`src/rtl/dcdl_code_ctrl.sv`:
```
// dcdl_code_ctrl
//   Thermometer control code generator for the FMDLL digitally controlled
//   delay line. It acquires lock with a binary (SAR) search driven by the
//   bang-bang phase detector. After that it tracks drift with filtered +/-1
//   steps and reports a sticky lock flag.
//
// Ports
//   clk_i          single clock for all state
//   rst_i          asynchronous, active-high reset
//   en_i           run enable; low returns the controller to IDLE
//   pd_valid_i     phase-detector decision strobe, one cycle wide
//   pd_up_i        delay too short: add delay
//   pd_dn_i        delay too long: remove delay
//   code_o         current binary delay code
//   t_o            thermometer code, t_o[i] = 1 iff code_o > i
//   tb_o           bitwise complement of t_o
//   search_done_o  SAR search finished (high in TRACK)
//   locked_o       lock achieved; sticky until en_i low or rst_i
//
// state  | meaning
// -------+-----------------------------------------------------------
// IDLE   | disabled; code/T/Tb hold, flags and tracking state cleared
// SAR    | binary search, one code bit resolved per valid vote
// TRACK  | filtered +/-1 tracking, reversal counting for lock
module dcdl_code_ctrl #(
  parameter int CODE_W   = 5,
  parameter int FILT     = 4,
  parameter int LOCK_REV = 2
) (
  input  logic                     clk_i,
  input  logic                     rst_i,
  input  logic                     en_i,
  input  logic                     pd_valid_i,
  input  logic                     pd_up_i,
  input  logic                     pd_dn_i,
  output logic [CODE_W-1:0]        code_o,
  output logic [(2**CODE_W)-2:0]   t_o,
  output logic [(2**CODE_W)-2:0]   tb_o,
  output logic                     search_done_o,
  output logic                     locked_o
);

  localparam int N  = (2**CODE_W) - 1;
  localparam int PW = (CODE_W > 1) ? $clog2(CODE_W) : 1;
  // One extra bit beyond the magnitude so that +/-FILT are both representable.
  localparam int FW = $clog2(FILT + 1) + 1;
  localparam int RW = (LOCK_REV > 1) ? $clog2(LOCK_REV + 1) : 1;

  localparam logic [CODE_W-1:0] CODE_MID = CODE_W'(1) << (CODE_W - 1);
  localparam logic [CODE_W-1:0] CODE_MAX = {CODE_W{1'b1}};
  localparam logic [PW-1:0]     PTR_MSB  = PW'(CODE_W - 1);
  localparam logic [FW-1:0]     FILT_POS = FW'(FILT);
  localparam logic [FW-1:0]     FILT_NEG = FW'(-FILT);
  localparam logic [RW-1:0]     REV_MAX  = RW'(LOCK_REV);

  typedef enum logic [1:0] {
    ST_IDLE  = 2'd0,
    ST_SAR   = 2'd1,
    ST_TRACK = 2'd2
  } state_t;

  state_t              state_q, state_d;
  logic [CODE_W-1:0]   code_q, code_d;
  logic [PW-1:0]       ptr_q, ptr_d;
  logic [FW-1:0]       filt_q, filt_d, filt_nx;
  logic [RW-1:0]       rev_q, rev_d;
  logic                have_step_q, have_step_d;
  logic                last_up_q, last_up_d;
  logic                done_q, done_d;
  logic                locked_q, locked_d;
  logic [N-1:0]        t_q, t_d;
  logic [N-1:0]        tb_q;

  logic vote_up, vote_dn, vote;

  // A vote with both or neither direction asserted carries no information.
  assign vote_up = pd_valid_i &  pd_up_i & ~pd_dn_i;
  assign vote_dn = pd_valid_i & ~pd_up_i &  pd_dn_i;
  assign vote    = vote_up | vote_dn;

  always_comb begin
    state_d     = state_q;
    code_d      = code_q;
    ptr_d       = ptr_q;
    filt_d      = filt_q;
    filt_nx     = filt_q;
    rev_d       = rev_q;
    have_step_d = have_step_q;
    last_up_d   = last_up_q;
    done_d      = done_q;
    locked_d    = locked_q;

    if (!en_i) begin
      // code is intentionally held so the delay line keeps its last setting.
      state_d     = ST_IDLE;
      done_d      = 1'b0;
      locked_d    = 1'b0;
      filt_d      = '0;
      rev_d       = '0;
      have_step_d = 1'b0;
    end else begin
      unique case (state_q)
        ST_IDLE: begin
          state_d     = ST_SAR;
          code_d      = CODE_MID;
          ptr_d       = PTR_MSB;
          done_d      = 1'b0;
          locked_d    = 1'b0;
          filt_d      = '0;
          rev_d       = '0;
          have_step_d = 1'b0;
        end

        ST_SAR: begin
          if (vote) begin
            if (vote_dn) code_d[ptr_q] = 1'b0;
            if (ptr_q != '0) begin
              code_d[ptr_q - 1'b1] = 1'b1;
              ptr_d                = ptr_q - 1'b1;
            end else begin
              state_d = ST_TRACK;
              done_d  = 1'b1;
            end
          end
        end

        ST_TRACK: begin
          if (vote) begin
            filt_nx = vote_up ? (filt_q + 1'b1) : (filt_q - 1'b1);
            filt_d  = filt_nx;
            if (filt_nx == FILT_POS) begin
              filt_d = '0;
              // A saturated hit clears the filter but is not a step.
              if (code_q != CODE_MAX) begin
                code_d = code_q + 1'b1;
                if (have_step_q && !last_up_q && (rev_q != REV_MAX))
                  rev_d = rev_q + 1'b1;
                have_step_d = 1'b1;
                last_up_d   = 1'b1;
              end
            end else if (filt_nx == FILT_NEG) begin
              filt_d = '0;
              if (code_q != '0) begin
                code_d = code_q - 1'b1;
                if (have_step_q && last_up_q && (rev_q != REV_MAX))
                  rev_d = rev_q + 1'b1;
                have_step_d = 1'b1;
                last_up_d   = 1'b0;
              end
            end
          end
          if (rev_d >= REV_MAX) locked_d = 1'b1;
        end

        default: state_d = ST_IDLE;
      endcase
    end
  end

  // T and Tb are registered from the next code so both change on the same
  // edge as code and never glitch through a decoder.
  always_comb begin
    t_d = '0;
    for (int i = 0; i < N; i++) begin
      t_d[i] = (int'(code_d) > i);
    end
  end

  always_ff @(posedge clk_i or posedge rst_i) begin
    if (rst_i) begin
      state_q     <= ST_IDLE;
      code_q      <= '0;
      ptr_q       <= PTR_MSB;
      filt_q      <= '0;
      rev_q       <= '0;
      have_step_q <= 1'b0;
      last_up_q   <= 1'b0;
      done_q      <= 1'b0;
      locked_q    <= 1'b0;
      t_q         <= '0;
      tb_q        <= '1;
    end else begin
      state_q     <= state_d;
      code_q      <= code_d;
      ptr_q       <= ptr_d;
      filt_q      <= filt_d;
      rev_q       <= rev_d;
      have_step_q <= have_step_d;
      last_up_q   <= last_up_d;
      done_q      <= done_d;
      locked_q    <= locked_d;
      t_q         <= t_d;
      tb_q        <= ~t_d;
    end
  end

  assign code_o        = code_q;
  assign t_o           = t_q;
  assign tb_o          = tb_q;
  assign search_done_o = done_q;
  assign locked_o      = locked_q;

endmodule

```
`config.mk`:
```
export PLATFORM = sky130hd
export DESIGN_NAME = dcdl_code_ctrl
export DESIGN_NICKNAME = d
export VERILOG_FILES = /design/src/rtl/dcdl_code_ctrl.sv
export SDC_FILE = /design/constraint.sdc
export NUM_CORES = 1
export LEC_CHECK = 0
export ABC_AREA = 1
export CAP_MARGIN = 0
export CORE_UTILIZATION = 51
export DETAILED_ROUTE_END_ITERATION = 12
export PLACE_DENSITY = 0.79
export SYNTH_ARGS = -nofsm -noshare
export SYNTH_HDL_FRONTEND = slang
export SYNTH_SLANG_ARGS = --single-unit
export TNS_END_PERCENT = 1
```
`constraint.sdc`:
```
create_clock -name clk_i -period 7.01 [get_ports clk_i]
set_input_delay 2.103 -clock clk_i [delete_from_list [all_inputs] [get_ports clk_i]]
set_output_delay 2.103 -clock clk_i [all_outputs]
set_load 0.1 [all_outputs]
```
==> results of run 1 <==
==> final cells by class <==
type / count / area, sq um
Clock buffer: 10 / 127.6
Clock inverter: 6 / 71.32
Fill cell: 542 / 2405
Inverter: 72 / 271.5
Multi-Input combinational cell: 257 / 1491
Sequential cell: 82 / 2092
Tap cell: 99 / 123.9
Timing Repair Buffer: 75 / 748.2
==> stage by stage <==
step | util | instances | hold WS [ns]
3_3_place_gp | 0.6448 | 585 | 0.4629
5_1_grt | 0.6720 | 601 | 0.5262
2_1_floorplan | - | 418 | 0.4706
3_5_place_dp | 0.6448 | 585 | 0.4699
4_1_cts | 0.6720 | 601 | 0.4934
6_report | 0.6720 | 601 | 0.4905
==> Yosys cell counts, types with 4 or more instances <==
| cell type | instances |
|---|---|
| nand2_1 | 76 |
| inv_1 | 62 |
| dfrtp_1 | 50 |
| nor2_1 | 36 |
| dfstp_2 | 32 |
| nand3_1 | 31 |
| o21ai_0 | 16 |
| nand2_2 | 13 |
| a21oi_1 | 9 |
| ha_1 | 8 |
| inv_2 | 8 |
| nor2_2 | 8 |
| nand4_1 | 7 |
| nand2_4 | 6 |
| nand3_2 | 5 |
| nor2_4 | 4 |
| o21ai_2 | 4 |
==> worst max-delay path by stage <==
stage	startpoint	to	slack [ns]	cells after the start
2_1_floorplan	pd_dn_i	tb_o[22]	2.79	20
3_3_place_gp	pd_dn_i	tb_o[6]	2.00	20
3_5_place_dp	pd_dn_i	tb_o[6]	1.90	20
4_1_cts	pd_dn_i	t_o[12]	2.26	19
5_1_grt	pd_up_i	t_o[13]	1.99	21
6_report	pd_dn_i	t_o[13]	2.26	21
==> cell families (layout without fill, tap and decap cells) <==
kind of cell | Yosys count | count (layout)
buffers and inverters | 79 | 163
and+or+nand+nor | 189 | 189
muxes | 1 | 1
adders and majority gates | 9 | 9
DFF | 82 | 82
xor gates and xnor gates | 6 | 6
AOI/OAI and AO/OA | 52 | 52
==> worst max-delay path: stages <==
cell             delay [ns]
clkdlybuf4s50_1        0.48
inv_1                  0.07
nand3_2                0.11
inv_1                  0.07
fa_1                   0.41
xor2_2                 0.22
nor2_4                 0.24
nand3_2                0.17
nand2_1                0.09
nand2_1                0.05
nand2_1                0.05
nand2_1                0.04
nand2_1                0.05
nand2_1                0.06
nand2_1                0.09
nand2_2                0.08
nand2_4                0.25
nand2_2                0.15
nand2_2                0.13
nand2_1                0.09
inv_1                  0.06
==> sequential cells by signal, indices dropped and copies added (netlist names) <==
signal,cells
last_up_q,1
rev_q,2
tb_o,31
t_o,31
ptr_q,3
locked_o,1
search_done_o,1
state_q,2
filt_q,4
code_o,5
have_step_q,1
==> layer usage <==
layer,vias up,share of wire
met5,-,0
met4,0,0.016
met3,13,0.042
met2,76,0.48
met1,1434,0.46
li1,1477,-
==> flow_summary_export.csv, run 1 <==
group,metric,value,unit
final_layout,final_cell_mix,"nand2_1 (76), clkdlybuf4s50_1 (74), inv_1 (61), dfrtp_1 (50), nor2_1 (36)",
final_layout,nets,512,
worst_setup_path,startpoint_type,"primary input",
clock_tree,clk_pin_slew_worst_paths,0.09,ns
synthesis,syn_area_per_cell,9.336,sq um
detailed_routing,num_vias,3000,
die,fp.dieW,89.48,um
final_layout,drive_above_1_share,0.2072,
min_path,holdPathStages,2,
detailed_routing,first_pass_iters,4,
detailed_routing,wl_per_cell,14.10,um
timing,slew_viol_final,0,
min_path,hp-class,"reg2reg",
worst_setup_path,crit_type,"in2reg",
clock_tree,h-tree-depth,3,
global_route,use_met3,0.04432,
global_route,grt_pass1_wl,13410,um
die,fp.coreArea,7331,sq um
synthesis,yosys.area_share.simple,0.2424,
clock_tree,clk_latency,0.36,ns
global_route,track_usage,0.2271,
synthesis,synth_ff_type,"dfrtp_1",
placement,gp_congestion,0.8379,
timing,setup_violations,0,
clock_tree,cts_setup_buffers,0,
final_layout,diodes,0,
global_route,top_usage_layer,"met2",
worst_setup_path,r2r_cells,18,
synthesis,synthesis.area,3902,sq um
synthesis,ys_top_cells_by_area,"dfrtp_1 (32%), dfstp_2 (22%), nand2_1 (7.3%)",
die,die_area,8006,sq um
final_layout,final_common_cell,"nand2_1",
synthesis,synth_top_area_frac,0.3206,
timing,min_period_over_period,0.6778,
placement,port-buffer-count,74,
timing,timing.final.ws_setup,2.259,ns
synthesis,synth_top_family_by_area,"simple AND/OR/NAND/NOR gates",
min_path,min_from,"locked_o",
worst_setup_path,crit_path_max_fanout,17,
worst_setup_path,endpoint_kind,"register",
synthesis,synth_edf_count,0,
final_layout,area.growth.synth_to_final,26.23,%
timing,fmax,210.5,MHz
synthesis,synthMuxAreaShare,0.002565,
flow_run,maxCapViolCount,0,
synthesis,synth_async_sr_flop_share,1.000,
status,status,"complete, no violations",
synthesis,synth_xor_xnor_area_share,0.01539,
detailed_routing,wl,8475,um
placement,pre_cts_slack,1.896,ns
detailed_routing,first_iter_violations,145,
global_route,grt_overflow,0,
synthesis,syn_nets,433,
timing,final.setup.tns,0,ns
worst_setup_path,worstPathRequired,7.31,ns
synthesis,ys_warn_count,0,
clock_tree,clock-root-buffer,"clkbuf_8",
worst_setup_path,worstReg2RegEnd,"t_o[13]",
die,die_h,89.48,um
synthesis,synth_cell_types,44,
placement,hpwlAfterDp,6186,um
detailed_routing,drc,0,
clock_tree,cts_tree,"yes",
detailed_routing,via_per_inst,4.992,
timing,min_period,4.751,ns
worst_setup_path,worstPathArrival,5.05,ns
die,start_util,0.5323,
synthesis,syn_inst,418,
min_path,whs_endpoint,"locked_o",
timing,rsz0062_at_grt,"false",
die,num_io_pins,75,
clock_tree,clkSinkCount,82,
global_route,grt_use_met2,0.3560,
worst_setup_path,r2r-start,"filt_q[0]",
die,row_count,31,
global_route,grt_max_degree,83,
detailed_routing,ant_nets,0,
placement,place_area,4727,sq um
final_layout,fin_area,4926,sq um
timing,finalHoldViolations,0,
timing,finalClockSkew,0.009387,ns
synthesis,synth_fa_ha_area_frac,0.03078,
global_route,grt_pass1_vias,2811,
timing,worst_slew_pin_slew,1.000,ns
clock_tree,numCtsBuffers,9,
synthesis,yosysTopAreaCell,"dfrtp_1",
worst_setup_path,r2r_slack,4.18,ns
synthesis,synth_compound_area_frac,0.09105,
global_route,antenna_found_initial,0,
clock_tree,clock_path_buffers,2,
global_route,use_met1,0.3136,
clock_tree,ctsHoldBuffers,0,
timing,maxSlewHeadroom,0.3310,
synthesis,yosysSeqAreaShare,0.5361,
synthesis,postSynthRegisterBits,82,
clock_tree,cts_resized,0,
Power of run 1 is left out: the tool's default activity adds up to more than one toggle a clock period on the data nets, which glitch-free logic cannot reach.
==> run 2: changes to the inputs <==
--- a/config.mk
+++ b/config.mk
@@ -7,9 +7,9 @@
 export LEC_CHECK = 0
 export ABC_AREA = 1
 export CAP_MARGIN = 0
-export CORE_UTILIZATION = 51
+export CORE_UTILIZATION = 47
 export DETAILED_ROUTE_END_ITERATION = 12
-export PLACE_DENSITY = 0.79
+export PLACE_DENSITY = 0.76
 export SYNTH_ARGS = -nofsm -noshare
 export SYNTH_HDL_FRONTEND = slang
 export SYNTH_SLANG_ARGS = --single-unit
==> constraint.sdc (replaced) <==
create_clock -name clk_i -period 4 [get_ports clk_i]
set_input_delay 1.2 -clock clk_i [delete_from_list [all_inputs] [get_ports clk_i]]
set_output_delay 1.2 -clock clk_i [all_outputs]
set_load 0.1 [all_outputs]
==> run 2 against run 1 <==
Net effect:
- highest routed layer unchanged
- wire length increased by 1.9%
- setup slack got worse by 2.0 ns
- non-clock buffer count increased by 15
- clock-buffer cell count unchanged
- cell count increased by 3.0%
- via count increased by 2.4%
- utilization decreased by 4.2 points
- first-iteration DRC count decreased by 5.5%
- critical endpoint is now t_o[24]
- register-to-register slack got worse by 2.9 ns
==> flow_summary_export.csv, run 2 (synthesized netlist as in run 1, its figures left out) <==
group,metric,value,unit
clock_tree,numCtsBuffers,9,
worst_setup_path,r2r_slack,1.30,ns
detailed_routing,first_iter_violations,137,
global_route,track_usage,0.2127,
worst_setup_path,worst-path-buf-inv,3,
timing,worst_slew_pin_slew,0.9999,ns
timing,min_period,3.719,ns
timing,fmax,268.9,MHz
placement,dp_cells,603,
final_layout,final_cell_mix,"nand2_1 (76), inv_1 (61), buf_4 (52), dfrtp_1 (50), clkdlybuf4s50_1 (37)",
final_layout,final_common_cell,"nand2_1",
timing,rsz0062_at_grt,"false",
placement,gp_congestion,0.9403,
final_layout,nets,527,
placement,port-buffer-count,74,
die,fp.dieW,93.12,um
status,status,"complete, no violations",
clock_tree,clk_pin_slew_worst_paths,0.08,ns
timing,min_period_over_period,0.9299,
clock_tree,cts_tree,"yes",
global_route,grt_max_degree,32,
global_route,grt_pass1_vias,3062,
min_path,hp-class,"reg2reg",
global_route,grt_overflow,0,
min_path,holdPathStages,2,
detailed_routing,wl,8639,um
die,die_area,8671,sq um
die,row_count,32,
die,fp.coreArea,7888,sq um
timing,setup_violations,0,
timing,whs,0.4965,ns
worst_setup_path,cpMaxStageDelayCell,"clkdlybuf4s50_1",
final_layout,area.growth.synth_to_final,27.41,%
timing,maxSlewHeadroom,0.3313,
die,start_util,0.4948,
clock_tree,clk_latency,0.35,ns
detailed_routing,first_pass_iters,4,
die,die_h,93.12,um
clock_tree,clock-root-buffer,"clkbuf_8",
final_layout,final_cell_count_no_fill,619,
die,num_io_pins,75,
clock_tree,clock_path_buffers,2,
worst_setup_path,endpoint_kind,"register",
placement,hpwlAfterDp,6699,um
worst_setup_path,startpoint_type,"primary input",
global_route,grt_pass1_wl,14150,um
global_route,antenna_found_initial,0,
worst_setup_path,worstReg2RegEnd,"tb_o[6]",
clock_tree,clkSinkCount,82,
worst_setup_path,slowest_delay,0.52,ns
timing,finalClockSkew,0.007886,ns
worst_setup_path,crit_chain,"clkdlybuf4s50_1 > nand3_2 > ha_1 > nand2_1 > nand2_1 > nor2_2 > nand3_2 > nand2_2 > nand2_4 > nor2_4 > nand2_1 > nand2_1 > nand2_1 > nand2_1 > nand2_1 > nand2_2 > nand2_4 > buf_12 > o21ai_1 > inv_1",
timing,slew_viol_final,0,
worst_setup_path,worstPathArrival,3.97,ns
timing,timing.final.ws_setup,0.2805,ns
placement,pre_cts_slack,-0.08476,ns
final_layout,drive_above_1_share,0.3037,
detailed_routing,ant_nets,0,
min_path,whs_endpoint,"locked_o",
clock_tree,h-tree-depth,3,
timing,finalHoldViolations,0,
clock_tree,ctsHoldBuffers,0,
detailed_routing,num_vias,3072,
clock_tree,cts_setup_buffers,0,
min_path,min_from,"locked_o",
worst_setup_path,r2r-start,"filt_q[0]",
worst_setup_path,crit_type,"in2reg",
flow_run,maxCapViolCount,0,
worst_setup_path,worstPathRequired,4.25,ns
detailed_routing,via_per_inst,4.963,
worst_setup_path,r2r_cells,17,
worst_setup_path,crit_path_max_fanout,13,
worst_setup_path,critical-path-top-delay-family,"simple AND/OR/NAND/NOR gates",
clock_tree,cts_resized,0,
detailed_routing,wl_per_cell,13.96,um
final_layout,diodes,0,
worst_setup_path,critPathMostFrequentCell,"nand2_1",
detailed_routing,drc,0,
==> run 2: tightest hold or removal path: stages, from the launching register on <==
cell	delay, ns
dfrtp_1	0.35
nand2_1	0.06
nand2_1	0.06
==> run 2: routing by layer <==
layer  up-vias  share of wire  GRT usage
met3        14          0.047    0.03496
li1       1505              -          -
met5         -              0          0
met2        85           0.49     0.3511
met1      1468           0.44     0.2785
met4         0          0.018    0.08846
==> run 2: area by class of cell <==
class | count | area (sq um)
Clock inverter | 6 | 71.32
Fill cell | 652 | 2915
Multi-Input combinational cell | 257 | 1491
Clock buffer | 10 | 137.6
Sequential cell | 82 | 2092
Timing Repair Buffer | 90 | 780.7
Inverter | 72 | 271.5
Tap cell | 102 | 127.6
==> run 2: through the flow <==
step | area [sq um] | setup TNS, ns | utilization
final | 4972 | 0 | 0.6304
after CTS | 4972 | 0 | 0.6304
after detailed placement | 4763 | -0.8201 | 0.6039
after floorplan | 3902 | 0 | -
after global routing | 4972 | 0 | 0.6304
after global placement | 4763 | 0 | 0.6039
==> run 2: how the worst max path moves through the flow <==
stage / start / end / slack, ns / cells past startpoint
2_1_floorplan: pd_dn_i / tb_o[22] / 0.68 / 20
3_3_place_gp: pd_dn_i / t_o[24] / 0.02 / 19
3_5_place_dp: pd_dn_i / tb_o[6] / -0.08 / 20
4_1_cts: pd_valid_i / t_o[24] / 0.29 / 20
5_1_grt: pd_dn_i / tb_o[29] / 0.04 / 20
6_report: pd_up_i / t_o[24] / 0.28 / 20
Power of run 2 is left out for the same reason.
